**config.mk**
```make
export PLATFORM = sky130hd
export DESIGN_NAME = din_syn_capture
export DESIGN_NICKNAME = d
export VERILOG_FILES = /design/src/rtl/din_syn_capture.sv
export SDC_FILE = /design/constraint.sdc
export NUM_CORES = 1
export LEC_CHECK = 0
export BUFFER_PORTS_ARGS = -buffer_cell sky130_fd_sc_hd__buf_2
export CORE_AREA = 4 4 250 252
export CTS_CLUSTER_DIAMETER = 100
export CTS_CLUSTER_SIZE = 25
export DETAILED_ROUTE_END_ITERATION = 10
export DIE_AREA = 0 0 254 256
export PLACE_DENSITY = 0.74
export RECOVER_POWER = 100
export SETUP_SLACK_MARGIN = 0.05
export SLEW_MARGIN = 20
export SYNTH_ARGS = -nofsm -noshare
export SYNTH_HDL_FRONTEND = slang
export SYNTH_SLANG_ARGS = --single-unit
```
**constraint.sdc**
```tcl
create_clock -name i_clk_in -period 3.1 [get_ports i_clk_in]
set_input_delay 0 -clock i_clk_in [delete_from_list [all_inputs] [get_ports i_clk_in]]
set_output_delay 0 -clock i_clk_in [all_outputs]
set_load 0.02 [all_outputs]
```
**src/rtl/din_syn_capture.sv**
```systemverilog
// rtl/din_syn_capture.sv - CLK/DIN/SYN serial frame receiver; optional compare unit via DIN_SYN_CAPTURE_CMP_EN
module din_syn_capture #(
    parameter int TOTAL_BITS = 620,
    parameter int CNT_W      = 10,
    parameter int TIMEOUT    = 1024
) (
    input  logic                  i_clk_in,
    input  logic                  i_rst_n,
    input  logic                  i_arm,
    input  logic                  i_ser_clk,
    input  logic                  i_ser_din,
    input  logic                  i_ser_syn,
`ifdef DIN_SYN_CAPTURE_CMP_EN
    input  logic [TOTAL_BITS-1:0] i_exp_reg,
    output logic                  o_mismatch,
    output logic [CNT_W-1:0]      o_mismatch_cnt,
    output logic                  o_cmp_busy,
`endif
    output logic [TOTAL_BITS-1:0] o_data_cap,
    output logic [CNT_W-1:0]      o_bit_cnt,
    output logic                  o_busy,
    output logic                  o_frame_done,
    output logic                  o_frame_err,
    output logic [1:0]            o_err_code
);

    localparam int TMO_W = $clog2(TIMEOUT + 1);

    localparam logic [CNT_W-1:0]      LP_TOTAL    = CNT_W'(TOTAL_BITS);
    localparam logic [TMO_W-1:0]      LP_TMO_LAST = TMO_W'(TIMEOUT - 1);
    localparam logic [TOTAL_BITS-1:0] LP_ONE      = {{(TOTAL_BITS-1){1'b0}}, 1'b1};

    localparam logic [1:0] ERR_NONE     = 2'b00;
    localparam logic [1:0] ERR_SHORT    = 2'b01;
    localparam logic [1:0] ERR_OVERFLOW = 2'b10;
    localparam logic [1:0] ERR_TIMEOUT  = 2'b11;

    typedef enum logic [1:0] {
        ST_IDLE  = 2'd0,
        ST_WAIT  = 2'd1,
        ST_SHIFT = 2'd2
    } state_t;

    // synchronizer stages and edge history
    logic r_clk_s1;
    logic r_clk_s2;
    logic r_clk_hist;
    logic r_din_s1;
    logic r_din_s2;
    logic r_syn_s1;
    logic r_syn_s2;
    logic r_arm_d;

    // frame state
    state_t                  r_state;
    logic                    r_busy;
    logic [TOTAL_BITS-1:0]   r_data_cap;
    logic [CNT_W-1:0]        r_bit_cnt;
    logic                    r_frame_done;
    logic                    r_frame_err;
    logic [1:0]              r_err_code;
    logic [TMO_W-1:0]        r_tmo_cnt;

    logic                    w_edge_r;
    logic                    w_arm_rise;
    logic                    w_arm_ok;
    logic                    w_full;
    logic                    w_tmo_hit;
    logic [TOTAL_BITS-1:0]   w_bit_mask;

    assign w_edge_r   = r_clk_s2 & ~r_clk_hist;
    assign w_arm_rise = i_arm & ~r_arm_d;
    assign w_full     = (r_bit_cnt == LP_TOTAL);
    assign w_tmo_hit  = (r_tmo_cnt == LP_TMO_LAST);
    assign w_bit_mask = LP_ONE << r_bit_cnt;

`ifdef DIN_SYN_CAPTURE_CMP_EN
    logic                    r_mismatch;
    logic [CNT_W-1:0]        r_mismatch_cnt;
    logic                    r_cmp_busy;
    logic [CNT_W-1:0]        r_cmp_idx;
    logic                    w_frame_good;
    logic                    w_cmp_diff;

    localparam logic [CNT_W-1:0] LP_LAST_IDX = CNT_W'(TOTAL_BITS - 1);

    // a new arm must wait until the bit count of the previous frame is finished
    assign w_arm_ok     = w_arm_rise & ~r_cmp_busy;
    assign w_frame_good = (r_state == ST_SHIFT) & w_edge_r & r_syn_s2 & w_full;
    assign w_cmp_diff   = |((r_data_cap ^ i_exp_reg) & (LP_ONE << r_cmp_idx));
`else
    assign w_arm_ok     = w_arm_rise;
`endif

    // two-flop synchronizers plus ser_clk history flop and arm edge history
    always_ff @(posedge i_clk_in or negedge i_rst_n) begin
        if (!i_rst_n) begin
            r_clk_s1   <= 1'b0;
            r_clk_s2   <= 1'b0;
            r_clk_hist <= 1'b0;
            r_din_s1   <= 1'b0;
            r_din_s2   <= 1'b0;
            r_syn_s1   <= 1'b0;
            r_syn_s2   <= 1'b0;
            r_arm_d    <= 1'b0;
        end else begin
            r_clk_s1   <= i_ser_clk;
            r_clk_s2   <= r_clk_s1;
            r_clk_hist <= r_clk_s2;
            r_din_s1   <= i_ser_din;
            r_din_s2   <= r_din_s1;
            r_syn_s1   <= i_ser_syn;
            r_syn_s2   <= r_syn_s1;
            r_arm_d    <= i_arm;
        end
    end

    // frame FSM: arm, shift bits on each serial rising edge, judge the frame on SYN
    always_ff @(posedge i_clk_in or negedge i_rst_n) begin
        if (!i_rst_n) begin
            r_state      <= ST_IDLE;
            r_busy       <= 1'b0;
            r_data_cap   <= '0;
            r_bit_cnt    <= '0;
            r_frame_done <= 1'b0;
            r_frame_err  <= 1'b0;
            r_err_code   <= ERR_NONE;
            r_tmo_cnt    <= '0;
        end else begin
            r_frame_done <= 1'b0;
            r_frame_err  <= 1'b0;
            case (r_state)
                ST_IDLE: begin
                    if (w_arm_ok) begin
                        r_data_cap <= '0;
                        r_bit_cnt  <= '0;
                        r_err_code <= ERR_NONE;
                        r_tmo_cnt  <= '0;
                        r_state    <= ST_WAIT;
                        r_busy     <= 1'b1;
                    end
                end
                ST_WAIT: begin
                    if (w_edge_r) begin
                        if (r_syn_s2) begin
                            r_frame_err <= 1'b1;
                            r_err_code  <= ERR_SHORT;
                            r_state     <= ST_IDLE;
                            r_busy      <= 1'b0;
                        end else begin
                            r_data_cap[0] <= r_din_s2;
                            r_bit_cnt     <= CNT_W'(1);
                            r_tmo_cnt     <= '0;
                            r_state       <= ST_SHIFT;
                        end
                    end
                end
                ST_SHIFT: begin
                    if (w_edge_r) begin
                        if (r_syn_s2) begin
                            if (w_full) begin
                                r_frame_done <= 1'b1;
                            end else begin
                                r_frame_err <= 1'b1;
                                r_err_code  <= ERR_SHORT;
                            end
                            r_state <= ST_IDLE;
                            r_busy  <= 1'b0;
                        end else if (w_full) begin
                            // one bit too many: keep the captured frame untouched
                            r_frame_err <= 1'b1;
                            r_err_code  <= ERR_OVERFLOW;
                            r_state     <= ST_IDLE;
                            r_busy      <= 1'b0;
                        end else begin
                            r_data_cap <= r_din_s2 ? (r_data_cap | w_bit_mask)
                                                   : (r_data_cap & ~w_bit_mask);
                            r_bit_cnt  <= r_bit_cnt + CNT_W'(1);
                            r_tmo_cnt  <= '0;
                        end
                    end else if (w_tmo_hit) begin
                        r_frame_err <= 1'b1;
                        r_err_code  <= ERR_TIMEOUT;
                        r_state     <= ST_IDLE;
                        r_busy      <= 1'b0;
                    end else begin
                        r_tmo_cnt <= r_tmo_cnt + TMO_W'(1);
                    end
                end
                default: begin
                    r_state <= ST_IDLE;
                    r_busy  <= 1'b0;
                end
            endcase
        end
    end

`ifdef DIN_SYN_CAPTURE_CMP_EN
    // compare unit: flag any difference at frame end, then count differing bits one per cycle
    always_ff @(posedge i_clk_in or negedge i_rst_n) begin
        if (!i_rst_n) begin
            r_mismatch     <= 1'b0;
            r_mismatch_cnt <= '0;
            r_cmp_busy     <= 1'b0;
            r_cmp_idx      <= '0;
        end else if ((r_state == ST_IDLE) && w_arm_ok) begin
            r_mismatch     <= 1'b0;
            r_mismatch_cnt <= '0;
        end else if (w_frame_good) begin
            r_mismatch     <= (r_data_cap != i_exp_reg);
            r_mismatch_cnt <= '0;
            r_cmp_busy     <= 1'b1;
            r_cmp_idx      <= '0;
        end else if (r_cmp_busy) begin
            r_mismatch_cnt <= r_mismatch_cnt + CNT_W'(w_cmp_diff);
            if (r_cmp_idx == LP_LAST_IDX) begin
                r_cmp_busy <= 1'b0;
            end else begin
                r_cmp_idx <= r_cmp_idx + CNT_W'(1);
            end
        end
    end

    assign o_mismatch     = r_mismatch;
    assign o_mismatch_cnt = r_mismatch_cnt;
    assign o_cmp_busy     = r_cmp_busy;
`endif

    assign o_data_cap   = r_data_cap;
    assign o_bit_cnt    = r_bit_cnt;
    assign o_busy       = r_busy;
    assign o_frame_done = r_frame_done;
    assign o_frame_err  = r_frame_err;
    assign o_err_code   = r_err_code;

endmodule

```
Yosys cells after proc, flatten, opt, wreduce, memory -nomap -nowiden
Index checks and enable logic that the tools add are counted.
{ "word_totals": {"register_bits": 656, "latchBits": 0, "mem_bits_rw": 0, "mem_bits_ro": 0, "in_bits": 6, "output_inout_bits": 635, "elab_cells": 113, "mem_count": 0} }
{ "op_classes": {"add_sub_neg": 2, "multipliers": 0, "div_mod_pow": 0, "n_lt_le_gt_ge": 0, "n_eq_ne": 17, "shift": 1, "mux": 60, "bitwise": 7, "reduce_logical": 9} }
{ "ops": {"columns": ["op", "count"], "rows": [
  ["620-bit 2-to-1 mux", 5],
  ["619-bit one-hot mux with 2 select lines", 1],
  ["620-bit bitwise AND", 1],
  ["620-bit inverter", 1],
  ["620-bit bitwise OR", 1],
  ["1-bit by 10-bit left shift with 620-bit output (first input constant)", 1],
  ["11-bit 2-to-1 mux", 7],
  ["10-bit 2-to-1 mux", 6],
  ["11-bit one-hot mux with 3 select lines", 1],
  ["2-bit 2-to-1 mux", 15],
  ["10-bit one-hot mux with 3 select lines", 1],
  ["7-bit AND reduction", 3],
  ["1-bit 2-to-1 mux", 19],
  ["2-bit inequality test (second input constant)", 7],
  ["3-bit inequality test (second input constant)", 4],
  ["2-bit one-hot mux with 3 select lines", 2],
  ["11-bit by 1-bit adder with 11-bit output (second input constant)", 1],
  ["11-bit by 10-bit == test with 1-bit output (second input constant)", 1],
  ["10-bit by 1-bit adder with 10-bit output (second input constant)", 1],
  ["10-bit == test (second input constant)", 1],
  ["5-bit AND reduction", 2],
  ["4-bit inequality test (second input constant)", 2],
  ["1-bit one-hot mux with 3 select lines", 2],
  ["4-bit AND reduction", 1],
  ["8 further kinds", 10]
]} }

Logic depth before layout (Yosys ltp)
{ "logic_depth": {"word_depth": 8, "mapped_depth": 12, "ltp_nobuf": 9} }

Worst setup path after synthesis
No wires, ideal clock.
{ "synth_timing": {"kind": "register to register", "from": "register r_bit_cnt[2], in the netlist o_bit_cnt[2]", "to": "register r_data_cap[67], in the netlist o_data_cap[67]", "setup_time_ns": 0.123, "arrival_time_ns": 2.797, "setup_slack_ns": 0.180, "path_stages_with_launch": 13, "path_cell_list": "dfrtp_1 > clkbuf_1 > buf_2 > buf_2 > inv_1 > ha_1 > or4b_2 > clkbuf_1 > or2_2 > clkbuf_1 > nor2_1 > o21ai_0 > o2bb2ai_1"} }
{ "synth_via": {"elab_chain_cells": 8, "word_cells_on_any_way": 12} }
{ "synth_rtl": {"columns": ["item", "line_no", "rtl"], "rows": [
  ["start: declaration", "58", "logic [CNT_W-1:0] r_bit_cnt;"],
  ["start signal: assignment", "178", "r_bit_cnt <= r_bit_cnt + CNT_W'(1);"],
  ["1-bit by 10-bit left shift with 620-bit output", "75", "assign w_bit_mask = LP_ONE << r_bit_cnt;"],
  ["620-bit inverter", "177", ": (r_data_cap & ~w_bit_mask);"],
  ["620-bit bitwise AND", "177", null],
  ["620-bit 2-to-1 mux", "176", "r_data_cap <= r_din_s2 ? (r_data_cap | w_bit_mask)"],
  ["620-bit 2-to-1 mux", "169", "end else if (w_full) begin"],
  ["620-bit 2-to-1 mux", "160", "if (r_syn_s2) begin"],
  ["620-bit 2-to-1 mux", "159", "if (w_edge_r) begin"],
  ["619-bit one-hot mux with 2 select lines", "132", "case (r_state)"],
  ["end signal: assignment", "176", null],
  ["end: declaration", "57", "logic [TOTAL_BITS-1:0] r_data_cap;"]
]} }
Parallel ways exist; a longest one is shown, timed or not. The select of a mux whose other input is x is not followed.
A chain may end at the register's enable or synchronous reset.

Final worst setup path
{ "layout_timing": {"from": "register r_bit_cnt[4], in the netlist o_bit_cnt[4]", "to": "register r_data_cap[253], in the netlist o_data_cap[253]"} }
The elaborated chain is that of the path after synthesis.

==> out/results.md <==
Placed design
* Final GP Congestion: 0.910
* DP HPWL: 83.4 mm
* Port-buffer cells: 640

Critical path
* reg2reg start: o_bit_cnt[4]$_DFFE_PN0P_
* CP endpoint kind: flop
* Startpoint Class: flop
* Worst Reg2Reg Path Length in Cells: 7
* maximum fanout along the worst path: 43
* required arrival time at the worst endpoint: 3.61 ns
* setup slack of the most critical reg-to-reg path: 0.14 ns
* RR Endpoint: o_data_cap[253]$_DFFE_PN0P_
* WP data arrival: 3.47 ns
* critical path type: reg2reg

Synth
* Synth async-reset ratio: 100%
* synthesis warning total: 0
* synthesized instance count: 3311
* post-synthesis register bit count: 656
* Unique masters post-synth: 69
* net count of the mapped netlist: 3329
* EDFF count, synth: 0
* post-synthesis area per instance: 9.55 µm²
* netlist area before placement: 31600 µm²
* sequential cell area fraction in the yosys report: 51.9%
* top_reg_cell synth: sky130_fd_sc_hd__dfrtp_1

Drt
* detail-routed net length per standard cell: 27.0 µm
* number of antenna-violating nets in the routed design: 0
* average vias per placed instance: 6.54
* number of remaining DRC errors: 0
* total length of routed wires: 123 mm
* count of vias placed by the detailed router: 29800
* number of detailed-routing iterations run before antenna repair: 6
* DRT iter0 DRCs: 3470

Floorplanning
* horizontal die dimension: 254 µm
* effective utilization at floorplan: 52.6%
* Rows: 90
* ports placed on the boundary: 641
* core area: 60100 µm²
* height of the die: 256 µm
* overall die area: 65000 µm²

Worst hold path
* worst-case hold path end point: r_syn_s1$_DFF_PN0_
* kind of path behind the tightest hold check: in2reg
* Hold Path Origin: i_ser_syn
* Hold Path Cell Cnt: 2

Global route
* global-route wire length before repair: 183 mm
* Overflow after GRT: 0
* aggregate global-route resource usage: 36.3%
* initial antenna violation count: 1
* vias in the first global route: 27100
* pin count of the biggest net entering global routing: 117

STA
* post-route clock skew: 0.0278 ns
* transition at the pin with the smallest max-transition slack: 1.62 ns
* Setup TNS: 0 ns
* ratio of final minimum period to clock period: 95.5%
* final hold violation count: 0
* setup repair after global routing missed its margin: true
* remaining max-slew budget at the tightest pin: -7.69%
* Final setup violation count: 0
* final critical-path required period: 2.96 ns
* Final Max Slew Viols: 115
* maximum clock frequency: 338 MHz

Status
* status: complete, but fails checks
* violated checks: max-capacitance violations, max-slew violations

Clock tree
* CTS tree: done
* Setup Buffers After CTS: 0
* library cell used as clock root buffer: sky130_fd_sc_hd__clkbuf_16
* worst-case clock buffer depth: 3
* Skew-Pair Late Insertion Delay: 0.64 ns
* Clock Sink Count: 656
* CTS Buf Count: 30
* depth of the CTS H-tree: 1
* clock-pin slew reported for the worst setup and hold paths after clock tree synthesis: 0.11 ns

Finish
* Filler Cells Inserted: 5470
* fraction of final layout cells sized beyond drive strength 1: 5.72%
* multi-input logic area: 13700 µm²
* relative area change from synthesis to final layout: 12.8%
* Final Util: 59.3%
* most common cell after layout, fill and taps aside: sky130_fd_sc_hd__dfrtp_1
* most frequent cells in the layout: sky130_fd_sc_hd__dfrtp_1 (655), sky130_fd_sc_hd__clkbuf_1 (645), sky130_fd_sc_hd__nor2_1 (516), sky130_fd_sc_hd__o21ai_0 (512), sky130_fd_sc_hd__o2bb2ai_1 (410)
* total number of nets in the final design: 3788
* sequential cell area: 16400 µm²

Power and ir drop
* pwr dens: 527 nW/µm²
* peak ir drop on the vdd network: 0.000588 V
* post-layout power: 18800 µW
* leakage power: 0.0136 µW

Flow run
* # Max-Cap Violations: 3

==> cell usage after synthesis (all sizes together), types with 22 or more instances <==
library cell / instances / area, µm²
nand2: 200 / 751
dfrtp: 656 / 16400
nor3: 32 / 160
a22o: 91 / 797
nor2: 518 / 1950
nand2b: 22 / 138
buf: 112 / 564
inv: 23 / 86.3
a21oi: 22 / 110
o21ai: 513 / 2570
nand3: 85 / 505
clkbuf: 246 / 923
o2bb2ai: 410 / 3590
o211ai: 215 / 1610
==> flip-flops by register name, indices dropped and copies added, names as in the netlist <==
| register | cells |
|---|---|
| r_clk_s1 | 1 |
| r_clk_s2 | 1 |
| r_syn_s2 | 1 |
| r_din_s1 | 1 |
| o_bit_cnt | 10 |
| r_arm_d | 1 |
| r_syn_s1 | 1 |
| r_tmo_cnt | 11 |
| o_frame_err | 1 |
| o_data_cap | 620 |
| r_clk_hist | 1 |
| r_state | 2 |
| o_frame_done | 1 |
| o_busy | 1 |
| o_err_code | 2 |
| r_din_s2 | 1 |
==> power breakdown <==
part	switching (µW)	leakage, µW	internal (µW)
Sequential	39.0	0.00914	8600
Clock	2810	0.000405	1890
Combinational	3870	0.00403	1610
==> routing by layer <==
| metal | vias to the layer above | part of all wire [%] | track usage (%) |
|---|---|---|---|
| met5 | - | 0.011 | 0 |
| met1 | 14700 | 39 | 50.8 |
| met4 | 2 | 6.0 | 17.0 |
| li1 | 13000 | - | - |
| met2 | 1817 | 44 | 54.2 |
| met3 | 335 | 10 | 7.72 |
==> stage by stage <==
step                hold WS (ns)  cells  setup WS [ns]  area [µm²]
global placement          0.0411   4514          0.287       35800
finish                    0.0937   4556          0.138       35700
floorplan                 -0.296   3311          0.180       31600
CTS                       0.0147   4555          0.172       36700
global route              0.0971   4555         0.0211       35700
detailed placement        0.0344   4514          0.206       35800
==> repair_timing <==
action	4_1_cts	5_1_grt
hold buffers	6	0
gates resized for setup	0	0
endpoints found under the hold margin	660	0
setup endpoints to repair	0	4
==> critical path: stages, from the launching register on <==
cell	delay, ns
sky130_fd_sc_hd__dfrtp_1	0.37
sky130_fd_sc_hd__clkbuf_2	0.62
sky130_fd_sc_hd__and2_1	0.48
sky130_fd_sc_hd__nand3_1	0.50
sky130_fd_sc_hd__clkbuf_4	0.43
sky130_fd_sc_hd__nor2_1	0.17
sky130_fd_sc_hd__o21ai_0	0.10
sky130_fd_sc_hd__o2bb2ai_1	0.15
==> layout make-up <==
cell class | instances | area share [%]
Sequential cell | 656 | 46.0
Multi-Input combinational cell | 2273 | 38.5
Timing Repair Buffer | 785 | 10.2
Tap cell | 782 | 2.74
Clock buffer | 33 | 2.20
Inverter | 24 | 0.253
Clock inverter | 2 | 0.130
Antenna cell | 1 | 0.00701
==> logic make-up (layout without fill, tap and decap cells) <==
kind of cell | Yosys count | after routing | share of synthesized area (%)
compound gates | 1297 | 1297 | 28.8
simple gates | 960 | 960 | 13.7
flops | 656 | 656 | 51.9
buf+inv | 382 | 844 | 4.99
fa+ha+maj | 12 | 12 | 0.475
mux | 4 | 4 | 0.139
other cells | 0 | 1 | 0
==> worst max-delay path by stage <==
| stage | startpoint | endpoint | slack [ns] | cells past startpoint |
|---|---|---|---|---|
| finish | o_bit_cnt[4]$_DFFE_PN0P_ | o_data_cap[253]$_DFFE_PN0P_ | 0.14 | 7 |
| CTS | o_bit_cnt[0]$_DFFE_PN0P_ | o_data_cap[416]$_DFFE_PN0P_ | 0.17 | 8 |
| global placement | o_bit_cnt[0]$_DFFE_PN0P_ | o_data_cap[416]$_DFFE_PN0P_ | 0.29 | 8 |
| global route | o_bit_cnt[4]$_DFFE_PN0P_ | o_data_cap[100]$_DFFE_PN0P_ | 0.02 | 7 |
| detailed placement | o_bit_cnt[0]$_DFFE_PN0P_ | o_data_cap[416]$_DFFE_PN0P_ | 0.21 | 8 |
| floorplan | o_bit_cnt[2]$_DFFE_PN0P_ | o_data_cap[67]$_DFFE_PN0P_ | 0.18 | 12 |
Note: power is estimated with default switching activity, not from simulation.
